**src/rtl/imm_decode_queue.sv**
```systemverilog
// Queued RV32I immediate decoder: decodes {inst, pc} at push and buffers results in a DEPTH-entry FIFO.
// Optional feature macro IMM_TARGET_EN adds a per-entry pc+imm branch/jump target.
module imm_decode_queue #(
  parameter int XLEN  = 32,
  parameter int PC_W  = 32,
  parameter int DEPTH = 2
) (
  input  logic            clk,
  input  logic            reset,
  input  logic            flush,
  input  logic            in_valid,
  output logic            in_ready,
  input  logic [31:0]     in_inst,
  input  logic [PC_W-1:0] in_pc,
  output logic            out_valid,
  input  logic            out_ready,
  output logic [XLEN-1:0] out_imm,
  output logic [2:0]      out_fmt,
  output logic            out_illegal,
  output logic [PC_W-1:0] out_pc,
  output logic [PC_W-1:0] out_target,
  output logic [31:0]     dec_count
);
  localparam int PTR_W = $clog2(DEPTH);
  localparam int CNT_W = PTR_W + 1;

  localparam logic [6:0] OP_ARITH_IMM = 7'b0010011;
  localparam logic [6:0] OP_LOAD      = 7'b0000011;
  localparam logic [6:0] OP_JALR      = 7'b1100111;
  localparam logic [6:0] OP_STORE     = 7'b0100011;
  localparam logic [6:0] OP_BRANCH    = 7'b1100011;
  localparam logic [6:0] OP_LUI       = 7'b0110111;
  localparam logic [6:0] OP_AUIPC     = 7'b0010111;
  localparam logic [6:0] OP_JAL       = 7'b1101111;
  localparam logic [6:0] OP_ARITH     = 7'b0110011;

  localparam logic [2:0] FMT_NONE = 3'd0;
  localparam logic [2:0] FMT_I    = 3'd1;
  localparam logic [2:0] FMT_S    = 3'd2;
  localparam logic [2:0] FMT_B    = 3'd3;
  localparam logic [2:0] FMT_U    = 3'd4;
  localparam logic [2:0] FMT_J    = 3'd5;

  logic [31:0]      dec_imm32;
  logic [XLEN-1:0]  dec_imm;
  logic [2:0]       dec_fmt;
  logic             dec_ill;

  logic [PTR_W-1:0] wr_ptr, rd_ptr;
  logic [CNT_W-1:0] count;
  logic             push, pop;

  logic [XLEN-1:0]  mem_imm [DEPTH];
  logic [2:0]       mem_fmt [DEPTH];
  logic             mem_ill [DEPTH];
  logic [PC_W-1:0]  mem_pc  [DEPTH];

  // Every field is first sign-extended to 32 bits, then widened to XLEN.
  always_comb begin
    dec_imm32 = '0;
    dec_fmt   = FMT_NONE;
    dec_ill   = 1'b0;
    case (in_inst[6:0])
      OP_ARITH_IMM, OP_LOAD, OP_JALR: begin
        dec_imm32 = {{20{in_inst[31]}}, in_inst[31:20]};
        dec_fmt   = FMT_I;
      end
      OP_STORE: begin
        dec_imm32 = {{20{in_inst[31]}}, in_inst[31:25], in_inst[11:7]};
        dec_fmt   = FMT_S;
      end
      OP_BRANCH: begin
        dec_imm32 = {{19{in_inst[31]}}, in_inst[31], in_inst[7], in_inst[30:25],
                     in_inst[11:8], 1'b0};
        dec_fmt   = FMT_B;
      end
      OP_LUI, OP_AUIPC: begin
        dec_imm32 = {in_inst[31:12], 12'b0};
        dec_fmt   = FMT_U;
      end
      OP_JAL: begin
        dec_imm32 = {{11{in_inst[31]}}, in_inst[31], in_inst[19:12], in_inst[20],
                     in_inst[30:21], 1'b0};
        dec_fmt   = FMT_J;
      end
      OP_ARITH: ;
      default: dec_ill = 1'b1;
    endcase
    dec_imm = {{(XLEN-31){dec_imm32[31]}}, dec_imm32[30:0]};
  end

  assign in_ready  = (count < CNT_W'(DEPTH));
  assign out_valid = (count != '0);
  assign push      = in_valid & in_ready;
  assign pop       = out_valid & out_ready;

  always_ff @(posedge clk) begin
    if (reset || flush) begin
      count     <= '0;
      wr_ptr    <= '0;
      rd_ptr    <= '0;
      dec_count <= '0;
    end else begin
      if (push) wr_ptr <= wr_ptr + 1'b1;
      if (pop) begin
        rd_ptr    <= rd_ptr + 1'b1;
        dec_count <= dec_count + 32'd1;
      end
      case ({push, pop})
        2'b10:   count <= count + 1'b1;
        2'b01:   count <= count - 1'b1;
        default: count <= count;
      endcase
    end
  end

  // Payload storage needs no reset: outputs are masked by out_valid.
  always_ff @(posedge clk) begin
    if (push) begin
      mem_imm[wr_ptr] <= dec_imm;
      mem_fmt[wr_ptr] <= dec_fmt;
      mem_ill[wr_ptr] <= dec_ill;
      mem_pc[wr_ptr]  <= in_pc;
    end
  end

  assign out_imm     = out_valid ? mem_imm[rd_ptr] : '0;
  assign out_fmt     = out_valid ? mem_fmt[rd_ptr] : '0;
  assign out_illegal = out_valid ? mem_ill[rd_ptr] : 1'b0;
  assign out_pc      = out_valid ? mem_pc[rd_ptr]  : '0;

`ifdef IMM_TARGET_EN
  logic [PC_W-1:0] dec_tgt;
  logic [PC_W-1:0] mem_tgt [DEPTH];

  always_comb begin
    dec_tgt = '0;
    if (dec_fmt == FMT_B || dec_fmt == FMT_J || in_inst[6:0] == OP_AUIPC)
      dec_tgt = in_pc + dec_imm[PC_W-1:0];
  end

  always_ff @(posedge clk) begin
    if (push) mem_tgt[wr_ptr] <= dec_tgt;
  end

  assign out_target = out_valid ? mem_tgt[rd_ptr] : '0;
`else
  assign out_target = '0;
`endif

endmodule

```
**config.mk**
```make
export PLATFORM = sky130hd
export DESIGN_NAME = imm_decode_queue
export DESIGN_NICKNAME = d
export VERILOG_FILES = /design/src/rtl/imm_decode_queue.sv
export SDC_FILE = /design/constraint.sdc
export NUM_CORES = 1
export LEC_CHECK = 0
export CORE_ASPECT_RATIO = 1.5
export CORE_MARGIN = 5
export CORE_UTILIZATION = 30
export CTS_BUF_LIST = sky130_fd_sc_hd__clkbuf_2 sky130_fd_sc_hd__clkbuf_4 sky130_fd_sc_hd__clkbuf_8
export CTS_CLUSTER_SIZE = 8
export DETAILED_ROUTE_END_ITERATION = 10
export GPL_ROUTABILITY_DRIVEN = 0
export REMOVE_ABC_BUFFERS = 1
export SLEW_MARGIN = 20
export SYNTH_ARGS = -nofsm -noshare
export SYNTH_HDL_FRONTEND = slang
export SYNTH_SLANG_ARGS = --single-unit
```
**constraint.sdc**
```tcl
create_clock -name clk -period 7 [get_ports clk]
set_input_delay 0.7 -clock clk [delete_from_list [all_inputs] [get_ports clk]]
set_output_delay 0.7 -clock clk [all_outputs]
set_load 0.01 [all_outputs]
```
==> results.cfg <==
[outcome]
status = finished, final reports clean

[route]
viasPerCell = 4.64
routed-via-count = 5143
first_pass_iters = 4
routed_wl_um = 17900
ant_nets = 0
drc_errors = 0
post_drt_wl_per_cell_um = 16.1
drtIter0Drc = 205

[global_routing]
grt_pass1_vias = 5026
grt_antenna_before_repair = 2
grt_pass1_wl_um = 27200
overflow = 0
grt_max_degree = 69
track_usage_pct = 12.3

[power]
ir_drop_mv = 0.0913
power_mw = 2.07
power.internal_mw = 1.60
power.density_nw_per_um2 = 210
switching_share_pct = 22.5
p_leak_nw = 3.35
clockPowerShare_pct = 34.3
p_comb_share_pct = 9.9
power_frac_seq_pct = 55.8
power_switching_mw = 0.466

[sta]
finalHoldViolCount = 0
rsz0062_at_grt = no
period_share_pct = 49.7
min_period_ns = 3.48
fmax_mhz = 287
setup_viol = 0
clock_skew_ns = 0.00727
drv_slew = 0
tightest_slew_ns = 1.04
max_slew_margin_pct = 30.8
fin_tns_setup_ns = 0

[layout]
nNetsFinal = 840
drive_gt1_share_pct = 5.63
layout.cells.non_filler = 1109
diodes = 0
fill_cells = 2408
syn2layout_area_growth_pct = 31.1

[setup_path]
cpPeakStageDelay_ns = 0.69
cp.depth = 4
r2r_start = count[0]
arrival_ns = 2.78
crit_family = buffers and inverters
critical_path.max_fanout = 41
reg2reg_to = dec_count[28]
startpoint_type = flop
required_ns = 6.30
crit_path_end = out_imm[3]
setup.worst_path.class = flop to primary output
crit_chain = buf_4, mux2i_1, nor2_1, clkdlybuf4s50_1
cp_slowest_cell = buf_4
path_buf_inv = 2
r2r_cells = 4
end_kind = primary output
worst-r2r-setup-slack_ns = 4.47

[clock_network]
cts.hold.buffers_added = 0
cts_setup_buffers = 0
numCtsBuffers = 17
clk_pin_slew_ns = 0.08
cts.path.max_buffers = 2
cts_tree = built
clock-sinks = 173
cts_resized = 0
clk_latency_ns = 0.45
htreeDepth = 4
clockRootBuffer = clkbuf_8

[yosys]
synthFlopType = edfxtp_1
netlist_instances = 607
synth_cell_types = 43
synth-async-reset-ratio_pct = 0
synth_seq_cells = 173
yosysWarnings = 0
ys_top_cells_by_area = edfxtp_1 (54%), dfxtp_1 (9.8%), mux2i_1 (9.4%), nor2_1 (4.5%), buf_4 (3.2%)
yosys-top-cells-count = edfxtp_1 (136), nor2_1 (91), mux2i_1 (71)
synth_top_area_share_pct = 54.2
synth_seq_area_share_pct = 64.1
netlist_area_sq_um = 7530
synth_area_leader_cell = edfxtp_1
synth-edff-count = 136
avgSynthCellArea_sq_um = 12.4
synth_most_common_cell = edfxtp_1

[floorplanning]
ioPinCount = 203
rows = 71
die_h_um = 204
die_w_um = 139
initial_core_util_pct = 30.2
core_sq_um = 25000
dieArea_sq_um = 28400

[job]
max_cap_viol_count = 0

[placed_design]
dpl.hpwl_um = 11700
placed_cells = 1078
numPortBuffers = 170

[min_path]
hold_path.class = flop to flop
worst reg2reg max path: stages (launching register included):
cell and delay, ns:
dfxtp_1 0.48, o211ai_1 0.33, or4_1 0.89, or4_1 0.60
a21oi_1 0.15
layout make-up:
class                   instances  area (sq um)  area share, %
flip-flops and latches        173          4830           48.9
multi-input cells             393          2460           25.0
repair buffers                174          1730           17.5
well taps                     328           410           4.16
clock buffers                  20           256           2.60
clock inverters                11           144           1.46
inverters                      10          37.5          0.380
layer usage:
layer	track usage, %	wire length [um]	up-vias
met1	14.0	7140	2455
met4	4.97	442	4
met5	0	34	-
met2	20.7	8840	177
met3	4.56	1460	30
li1	-	-	2477
worst min-delay path by stage:
stage	start	to	slack [ns]	cells after the start
after CTS	dec_count[31]	dec_count[31]	0.49	2
after floorplan	rd_ptr	flop	0.48	2
final	dec_count[31]	dec_count[31]	0.48	2
after global routing	dec_count[24]	dec_count[24]	0.52	2
after detailed placement	dec_count[31]	dec_count[31]	0.47	2
after global placement	dec_count[31]	dec_count[31]	0.46	2
stage by stage:
stage / worst slack (ns) / utilization (%) / hold WS [ns] / cell area, sq um
final: 3.52 / 39.5 / 0.481 / 9870
after global routing: 3.33 / 39.5 / 0.524 / 9870
after CTS: 3.40 / 39.5 / 0.487 / 9870
after detailed placement: 3.76 / 37.9 / 0.466 / 9470
after global placement: 3.77 / 37.9 / 0.462 / 9460
after floorplan: 2.87 / - / 0.481 / 7290
logic make-up (layout without fill, tap and decap cells):
group                    after synthesis  after routing  synth area share, %
AND/OR/NAND/NOR                      193            193                 12.4
flip-flops                           173            173                 64.1
AO/OA/AOI/OAI                         84             84                 7.15
buffers and inverters                 72            215                 5.24
multiplexers                          71             71                 9.44
XOR/XNOR                              11             11                 1.28
adder cells (fa/ha/maj)                2              2                0.332
other                                  1             32               0.0498
power groups by stage:
stage | logic, mW | clock network [mW] | registers [mW]
2_1_floorplan | 0.0894 | 0 | 1.18
3_3_place_gp | 0.206 | 0 | 1.18
3_5_place_dp | 0.208 | 0 | 1.18
4_1_cts | 0.209 | 0.740 | 1.16
5_1_grt | 0.222 | 0.780 | 1.16
6_report | 0.204 | 0.710 | 1.15
state kept, by name, indices dropped and copies added (netlist names), named ones only:
name       flops
dec_count     32
wr_ptr         1
rd_ptr         1
count          2
mem_ill        2
mem_imm       64
mem_fmt        6
mem_pc        64
cells in the final DEF, fill, tap and decap left out, types with 14 or more instances in the layout:
master and count:
clkdlybuf4s50_1 170, edfxtp_1 136, nor2_1 89, mux2i_1 71
dfxtp_1 36, conb_1 32, nand2_1 27, a21oi_1 27
a21o_1 20, clkbuf_8 17, o21ai_0 14
No activity file was read; power rests on OpenSTA's default activity.
